[src/rtl/red_pitaya_sys_pkg.sv]
// red_pitaya_sys_pkg
// Shared definitions for the system-bus initiator and its counter.
// Contents:
//   DEF_AW / DEF_DW : default bus address / data widths
//   CNT_W           : width of the timeout and poll-attempt counters (TMO <= 65535)
//   sys_state_t     : initiator FSM states
//   RSP_*           : response codes reported on rsp_code_o
package red_pitaya_sys_pkg;

  localparam int DEF_AW = 32;
  localparam int DEF_DW = 32;
  localparam int CNT_W  = 16;

  typedef enum logic [1:0] {
    IDLE = 2'd0,
    STRB = 2'd1,
    WAIT = 2'd2,
    RESP = 2'd3
  } sys_state_t;

  localparam logic [1:0] RSP_OK        = 2'd0;
  localparam logic [1:0] RSP_ERR       = 2'd1;
  localparam logic [1:0] RSP_TMO       = 2'd2;
  localparam logic [1:0] RSP_POLL_FAIL = 2'd3;

endpackage

[src/rtl/red_pitaya_sys_tmo_cnt.sv]
// red_pitaya_sys_tmo_cnt
// Clearable cycle counter that saturates at LIMIT-1 and flags when it is there.
// Used for the ack timeout and for counting poll attempts.
// Ports:
//   clk_i  : clock
//   rstn_i : asynchronous active-low reset
//   clr    : synchronous clear (wins over inc)
//   inc    : count one step
//   hit    : counter currently equals LIMIT-1
module red_pitaya_sys_tmo_cnt
  import red_pitaya_sys_pkg::*;
#(
  parameter int LIMIT = 255
) (
  input  logic clk_i,
  input  logic rstn_i,
  input  logic clr,
  input  logic inc,
  output logic hit
);

  logic [CNT_W-1:0] cnt;

  assign hit = (cnt == CNT_W'(LIMIT - 1));

  // Count up while asked to, but park at the compare value so a stuck
  // inc can never wrap the counter back below LIMIT-1.
  always_ff @(posedge clk_i or negedge rstn_i) begin
    if (!rstn_i) begin
      cnt <= '0;
    end else if (clr) begin
      cnt <= '0;
    end else if (inc && !hit) begin
      cnt <= cnt + CNT_W'(1);
    end
  end

endmodule

[src/rtl/red_pitaya_sys_initiator.sv]
// red_pitaya_sys_initiator
// Turns one command (valid/ready) into a single access on the house-keeping
// system bus and returns the outcome as one response (valid/ready).
// Every access is guarded by an ack timeout of TMO cycles.
// Optional feature macro: RED_PITAYA_SYS_INIT_POLL_EN (read polling with
// mask/match, up to POLL_MAX attempts, code 3 on exhaustion).
// Ports:
//   clk_i, rstn_i                 : clock, asynchronous active-low reset
//   cmd_valid_i/cmd_ready_o       : command handshake
//   cmd_write_i/addr_i/wdata_i    : command fields, latched on accept
//   cmd_poll_i/mask_i/match_i     : poll fields (feature only)
//   rsp_valid_o/rsp_ready_i       : response handshake
//   rsp_rdata_o/rsp_code_o        : response data and code (RSP_*)
//   busy_o                        : high outside IDLE
//   sys_addr_o/wdata_o/wen_o/ren_o: bus request, one-cycle strobes
//   sys_rdata_i/err_i/ack_i       : bus reply
module red_pitaya_sys_initiator
  import red_pitaya_sys_pkg::*;
#(
  parameter int AW  = DEF_AW,
  parameter int DW  = DEF_DW,
  parameter int TMO = 255
`ifdef RED_PITAYA_SYS_INIT_POLL_EN
  , parameter int POLL_MAX = 16
`endif
) (
  input  logic          clk_i,
  input  logic          rstn_i,
  input  logic          cmd_valid_i,
  output logic          cmd_ready_o,
  input  logic          cmd_write_i,
  input  logic [AW-1:0] cmd_addr_i,
  input  logic [DW-1:0] cmd_wdata_i,
`ifdef RED_PITAYA_SYS_INIT_POLL_EN
  input  logic          cmd_poll_i,
  input  logic [DW-1:0] cmd_mask_i,
  input  logic [DW-1:0] cmd_match_i,
`endif
  output logic          rsp_valid_o,
  input  logic          rsp_ready_i,
  output logic [DW-1:0] rsp_rdata_o,
  output logic [1:0]    rsp_code_o,
  output logic          busy_o,
  output logic [AW-1:0] sys_addr_o,
  output logic [DW-1:0] sys_wdata_o,
  output logic          sys_wen_o,
  output logic          sys_ren_o,
  input  logic [DW-1:0] sys_rdata_i,
  input  logic          sys_err_i,
  input  logic          sys_ack_i
);

  sys_state_t state;
  logic       write_q;

  // Timeout counter restarts in the strobe cycle of every attempt and only
  // advances while waiting without an ack.
  logic tmo_clr;
  logic tmo_inc;
  logic tmo_hit;

  assign tmo_clr = (state == STRB);
  assign tmo_inc = (state == WAIT) && !sys_ack_i;

  red_pitaya_sys_tmo_cnt #(.LIMIT(TMO)) u_tmo_cnt (
    .clk_i  (clk_i),
    .rstn_i (rstn_i),
    .clr    (tmo_clr),
    .inc    (tmo_inc),
    .hit    (tmo_hit)
  );

  // poll_miss: this ack is an OK read whose data does not match yet.
  // poll_last: the attempt just finished was the final allowed one.
  logic poll_miss;
  logic poll_last;

`ifdef RED_PITAYA_SYS_INIT_POLL_EN
  logic          poll_q;
  logic [DW-1:0] mask_q;
  logic [DW-1:0] match_q;
  logic          poll_clr;
  logic          poll_inc;

  assign poll_miss = poll_q && !write_q && ((sys_rdata_i & mask_q) != match_q);
  assign poll_clr  = (state == IDLE) && cmd_valid_i;
  assign poll_inc  = (state == WAIT) && sys_ack_i && !sys_err_i && poll_miss && !poll_last;

  red_pitaya_sys_tmo_cnt #(.LIMIT(POLL_MAX)) u_poll_cnt (
    .clk_i  (clk_i),
    .rstn_i (rstn_i),
    .clr    (poll_clr),
    .inc    (poll_inc),
    .hit    (poll_last)
  );

  // Poll parameters are captured with the command and held for all attempts.
  always_ff @(posedge clk_i or negedge rstn_i) begin
    if (!rstn_i) begin
      poll_q  <= 1'b0;
      mask_q  <= '0;
      match_q <= '0;
    end else if (state == IDLE && cmd_valid_i) begin
      poll_q  <= cmd_poll_i;
      mask_q  <= cmd_mask_i;
      match_q <= cmd_match_i;
    end
  end
`else
  assign poll_miss = 1'b0;
  assign poll_last = 1'b0;
`endif

  // Main FSM with all outputs registered. Strobes are set on the transition
  // into STRB so they are high for exactly that one cycle. An ack is only
  // looked at in WAIT, so stale acks in STRB and late acks in RESP/IDLE
  // fall through untouched.
  always_ff @(posedge clk_i or negedge rstn_i) begin
    if (!rstn_i) begin
      state       <= IDLE;
      write_q     <= 1'b0;
      cmd_ready_o <= 1'b1;
      rsp_valid_o <= 1'b0;
      rsp_rdata_o <= '0;
      rsp_code_o  <= RSP_OK;
      busy_o      <= 1'b0;
      sys_addr_o  <= '0;
      sys_wdata_o <= '0;
      sys_wen_o   <= 1'b0;
      sys_ren_o   <= 1'b0;
    end else begin
      case (state)
        IDLE: begin
          if (cmd_valid_i) begin
            sys_addr_o  <= cmd_addr_i;
            sys_wdata_o <= cmd_wdata_i;
            write_q     <= cmd_write_i;
            sys_wen_o   <= cmd_write_i;
            sys_ren_o   <= !cmd_write_i;
            cmd_ready_o <= 1'b0;
            busy_o      <= 1'b1;
            state       <= STRB;
          end
        end
        STRB: begin
          sys_wen_o <= 1'b0;
          sys_ren_o <= 1'b0;
          state     <= WAIT;
        end
        WAIT: begin
          if (sys_ack_i) begin
            if (sys_err_i) begin
              rsp_rdata_o <= '0;
              rsp_code_o  <= RSP_ERR;
              rsp_valid_o <= 1'b1;
              state       <= RESP;
            end else if (poll_miss && !poll_last) begin
              sys_ren_o <= 1'b1;
              state     <= STRB;
            end else if (poll_miss) begin
              rsp_rdata_o <= sys_rdata_i;
              rsp_code_o  <= RSP_POLL_FAIL;
              rsp_valid_o <= 1'b1;
              state       <= RESP;
            end else begin
              rsp_rdata_o <= write_q ? '0 : sys_rdata_i;
              rsp_code_o  <= RSP_OK;
              rsp_valid_o <= 1'b1;
              state       <= RESP;
            end
          end else if (tmo_hit) begin
            rsp_rdata_o <= '0;
            rsp_code_o  <= RSP_TMO;
            rsp_valid_o <= 1'b1;
            state       <= RESP;
          end
        end
        RESP: begin
          if (rsp_ready_i) begin
            rsp_valid_o <= 1'b0;
            cmd_ready_o <= 1'b1;
            busy_o      <= 1'b0;
            state       <= IDLE;
          end
        end
        default: state <= IDLE;
      endcase
    end
  end

endmodule

[config.mk]
export PLATFORM = sky130hd
export DESIGN_NAME = red_pitaya_sys_initiator
export DESIGN_NICKNAME = d
export VERILOG_FILES = /design/src/rtl/red_pitaya_sys_pkg.sv /design/src/rtl/red_pitaya_sys_tmo_cnt.sv /design/src/rtl/red_pitaya_sys_initiator.sv
export SDC_FILE = /design/constraint.sdc
export NUM_CORES = 1
export LEC_CHECK = 0
export ABC_AREA = 1
export CAP_MARGIN = 40
export CORE_ASPECT_RATIO = 1.5
export CORE_MARGIN = 2
export CORE_UTILIZATION = 40
export DETAILED_ROUTE_END_ITERATION = 6
export PLACE_DENSITY = 0.84
export SYNTH_ARGS = -nofsm -noshare
export SYNTH_HDL_FRONTEND = slang
export SYNTH_HIERARCHICAL = 1
export SYNTH_SLANG_ARGS = --single-unit
[constraint.sdc]
create_clock -name clk_i -period 1.85 [get_ports clk_i]
set_input_delay 0.555 -clock clk_i [delete_from_list [all_inputs] [get_ports clk_i]]
set_output_delay 0.555 -clock clk_i [all_outputs]
set_load 0.03 [all_outputs]
==> summary.txt <==
GRT
  – Largest net degree at the start of global routing: between 60 and 70
  – Overall global routing resource usage: around a fifth
  – First-pass GRT wire length: 24.9 mm
  – Vias in the first global route: roughly 5000
  – Initial antenna violation count: 0
  – Grt ovf: 0

Critical path
  – WP buf/inv: 1
  – CP required: approximately 1.3 ns
  – Crit. End Element: output port
  – Startpoint Class: flop
  – Cells on worst reg2reg path: 10
  – Worst path slowest cell: dlygate4sd2_1
  – CP arrival: between 1 and 1.5 ns
  – CP peak stage delay: roughly 0.46 ns
  – Critical path fanouts, max: 2
  – Setup CP Type: reg -> out
  – Reg2reg setup slack: ~0.11 ns
  – Crit path max-delay family: buffers and inverters
  – R2r endpoint: rsp_rdata_o[29]
  – Reg-to-Reg Start: u_tmo_cnt/cnt[7]
  – Cell Chain, Critical Path: dlygate4sd2_1

Layout
  – Register Area: ~0.0031 mm²
  – Utilization after layout: between 60% and 70%
  – Nets@finish: about 1000
  – Layout cells sized above 1: between 10% and 20%
  – Area occupied by multi-input gates: around 0.0022 mm²
  – ANT cells: 0
  – Syn-to-layout area delta: 52.0%
  – Fill count: about 1100

Placed design
  – Routability cong.: between 0.8 and 0.9
  – Port buffer count: ~200
  – HPWL Detailed: 11.1 mm

Yosys
  – Xor/xnor share of the synthesized area: less than 1%
  – Syn Area/Cell: ~8.5 µm²
  – Seq cells post-synth: 122
  – Compound-Gate Fraction of Synth Area: under 10%
  – Simple-Gate Fraction of Synth Area: 32.7%
  – Netlist cell types: 31
  – Post-synthesis mux area share: 0%
  – Syn Inst Count: 650
  – Synthesized net count: between 700 and 800
  – Synth Area in Adders: around 2.0%
  – Largest family of logic cells by synthesized area: simple AND/OR/NAND/NOR gates
  – Ys Warns: 6
  – Synth Cell Area: 0.00555 mm²
  – Share of the yosys chip area belonging to registers: 55.1%

CTS
  – Root Buffer Master: clkbuf_16
  – CTS tree: yes
  – Sink Count: approximately 120
  – Clock Pin Slew Worst Setup and Hold Paths: 0.06 ns
  – Clock buffer count from CTS: 17
  – Worst skew pair latency: roughly 0.42 ns
  – CTS max path bufs: 2
  – Hold_buf cts: 0
  – H-tree levels: 4

Routing
  – Drc violations: 0
  – Via Count: 5195
  – Routed WL: between 15 and 20 mm
  – Pre-Repair DR Iteration Count: 4
  – Drt wl/cell: approximately 15 µm
  – Post-route ant nets: 0
  – Initial DRC Count: about 340
  – Routed vias/inst: around 5

Floorplanning
  – IO Pins: approximately 210
  – Die span in x: approximately 100 µm
  – Initial Util: approximately two fifths
  – Core area: between 0.01 and 0.015 mm²
  – Num rows: 52
  – Die ar.: ~0.015 mm²
  – Height of the die: roughly 150 µm

Timing
  – Final hold viol count: 0
  – Fmax achieved: roughly 0.56 GHz
  – Fin crit share: slightly below 100%
  – Final-report max-slew violation count: 0
  – Setup violators final: 0
  – Slew @ Worst Pin: 0.370 ns
  – Slew headroom: approximately three quarters
  – Tmin final: about 1.8 ns
  – Clk_skew: 0.00753 ns

Power and ir drop
  – Pleak: between 0.004 and 0.005 µW
  – Power Dens Cells: roughly 1700 mW/mm²
  – Max VDD drop: roughly 900 µV
  – Pwr Total: 14000 µW

Run status
  – Run status: complete, no violations

Run
  – Max_cap viols: 0

Worst hold path
  – Hold Crit Class: in -> async
[state kept, by name, summed over array words and instances (netlist names)]
signal,count
cmd_ready_o,1
sys_addr_o,32
sys_wdata_o,32
sys_ren_o,1
rsp_code_o,2
rsp_rdata_o,32
write_q,1
rsp_valid_o,1
busy_o,1
sys_wen_o,1
u_tmo_cnt/cnt,16
state,2
[how the worst max path moves through the flow]
stage / end / startpoint / slack (ns) / cells past startpoint
after floorplan: rsp_rdata_o[24] / u_tmo_cnt/cnt[0] / 0.19 / 10
after global placement: rsp_rdata_o[12] / sys_ack_i / 0.05 / 7
after detailed placement: rsp_rdata_o[30] / u_tmo_cnt/cnt[0] / 0.009 / 10
after CTS: sys_addr_o[19] / sys_addr_o[19] / 0.02 / 1
after global routing: rsp_rdata_o[7] / u_tmo_cnt/cnt[7] / -0.02 / 10
final: sys_addr_o[19] / sys_addr_o[19] / 0.05 / 1
[where the power goes]
part	leakage [µW]	internal, µW	switching [µW]
combinational	0.00250	2030	4140
clock	0.000308	2400	1240
sequential	0.00157	3680	541
[timing repair]
| item | 4_1_cts | 5_1_grt |
|---|---|---|
| pin swaps | 0 | 1 |
| buffers inserted | 0 | 1 |
| endpoints found under the setup margin | 106 | 33 |
| resized for setup | 106 | 2 |
[cells by family after synthesis]
family	Yosys count
AND/OR/NAND/NOR	423
buffers and inverters	60
AO/OA/AOI/OAI	30
adder cells (fa/ha/maj)	9
flip-flops	122
XOR/XNOR	6
[synth_stat cells]
library cell / number / area, µm²
clkinv_1: 1 / 3.75
o21ai_2: 11 / 96.3
nor2_4: 1 / 11.3
o21a_1: 1 / 7.51
nor3_4: 1 / 16.3
inv_1: 21 / 78.8
xor2_1: 6 / 52.6
nand3_1: 103 / 515
nand2_2: 8 / 50.1
nor2_1: 25 / 93.8
buf_2: 17 / 85.1
nand2_1: 265 / 995
inv_4: 1 / 6.26
nor2_2: 3 / 18.8
dfrtp_1: 121 / 3030
buf_4: 1 / 7.51
o22ai_1: 2 / 12.5
buf_6: 6 / 67.6
inv_2: 5 / 18.8
nor4_1: 1 / 6.26
buf_1: 2 / 7.51
or2_2: 2 / 12.5
o21ai_0: 6 / 30.0
dfstp_2: 1 / 26.3
nand2_4: 1 / 11.3
ha_1: 9 / 113
nand4_1: 13 / 81.3
o21bai_1: 2 / 15.0
clkbuf_1: 5 / 18.8
buf_12: 1 / 20.0
o21ai_1: 8 / 40.0
[stage by stage]
stage / cells / instance area (µm²) / setup TNS, ns / hold slack (ns) / setup WS [ns]
global route: 1044 / 8430 / -0.0324 / 0.0337 / -0.0197
detailed placement: 1012 / 7880 / 0 / 0.458 / 0.00873
CTS: 1043 / 8410 / 0 / 0.0317 / 0.0169
global placement: 1012 / 7880 / 0 / 0.453 / 0.0517
finish: 1044 / 8430 / 0 / 0.0282 / 0.0519
floorplan: 650 / 5550 / 0 / 0.259 / 0.194
[placed cells by master (no fill, tap or decap), types with 2 or more instances in the layout]
cell / Yosys / layout
clkinv_4: 0 / 3
dlygate4sd2_1: 0 / 102
clkbuf_16: 0 / 17
o22ai_1: 2 / 2
nand4_1: 13 / 13
dfrtp_1: 121 / 121
inv_6: 0 / 3
o21bai_1: 2 / 2
nand2_1: 265 / 264
o21ai_0: 6 / 6
o21ai_1: 8 / 8
bufinv_16: 0 / 5
clkinvlp_4: 0 / 2
inv_1: 21 / 21
nor2_2: 3 / 3
or2_2: 2 / 2
o21ai_2: 11 / 11
buf_12: 1 / 7
nor2_1: 25 / 25
inv_2: 5 / 5
ha_1: 9 / 8
xor2_1: 6 / 6
buf_4: 1 / 22
nand2_2: 8 / 9
nand3_1: 103 / 102
clkdlybuf4s50_1: 0 / 100
[layer usage]
layer	share of wire (%)	track usage [%]
met1	39	24.6
met5	0	0
met3	4.7	4.51
met2	52	36.3
met4	4.3	11.4
[cell type report]
class | count | share of cell area [%]
clock inverter | 13 | 2.58
timing repair buffer | 233 | 26.3
tap | 162 | 2.40
clock buffer | 18 | 5.09
sequential | 122 | 36.2
multi-input combinational | 468 | 26.1
inverter | 28 | 1.28
(Power assumes the default switching activity.)
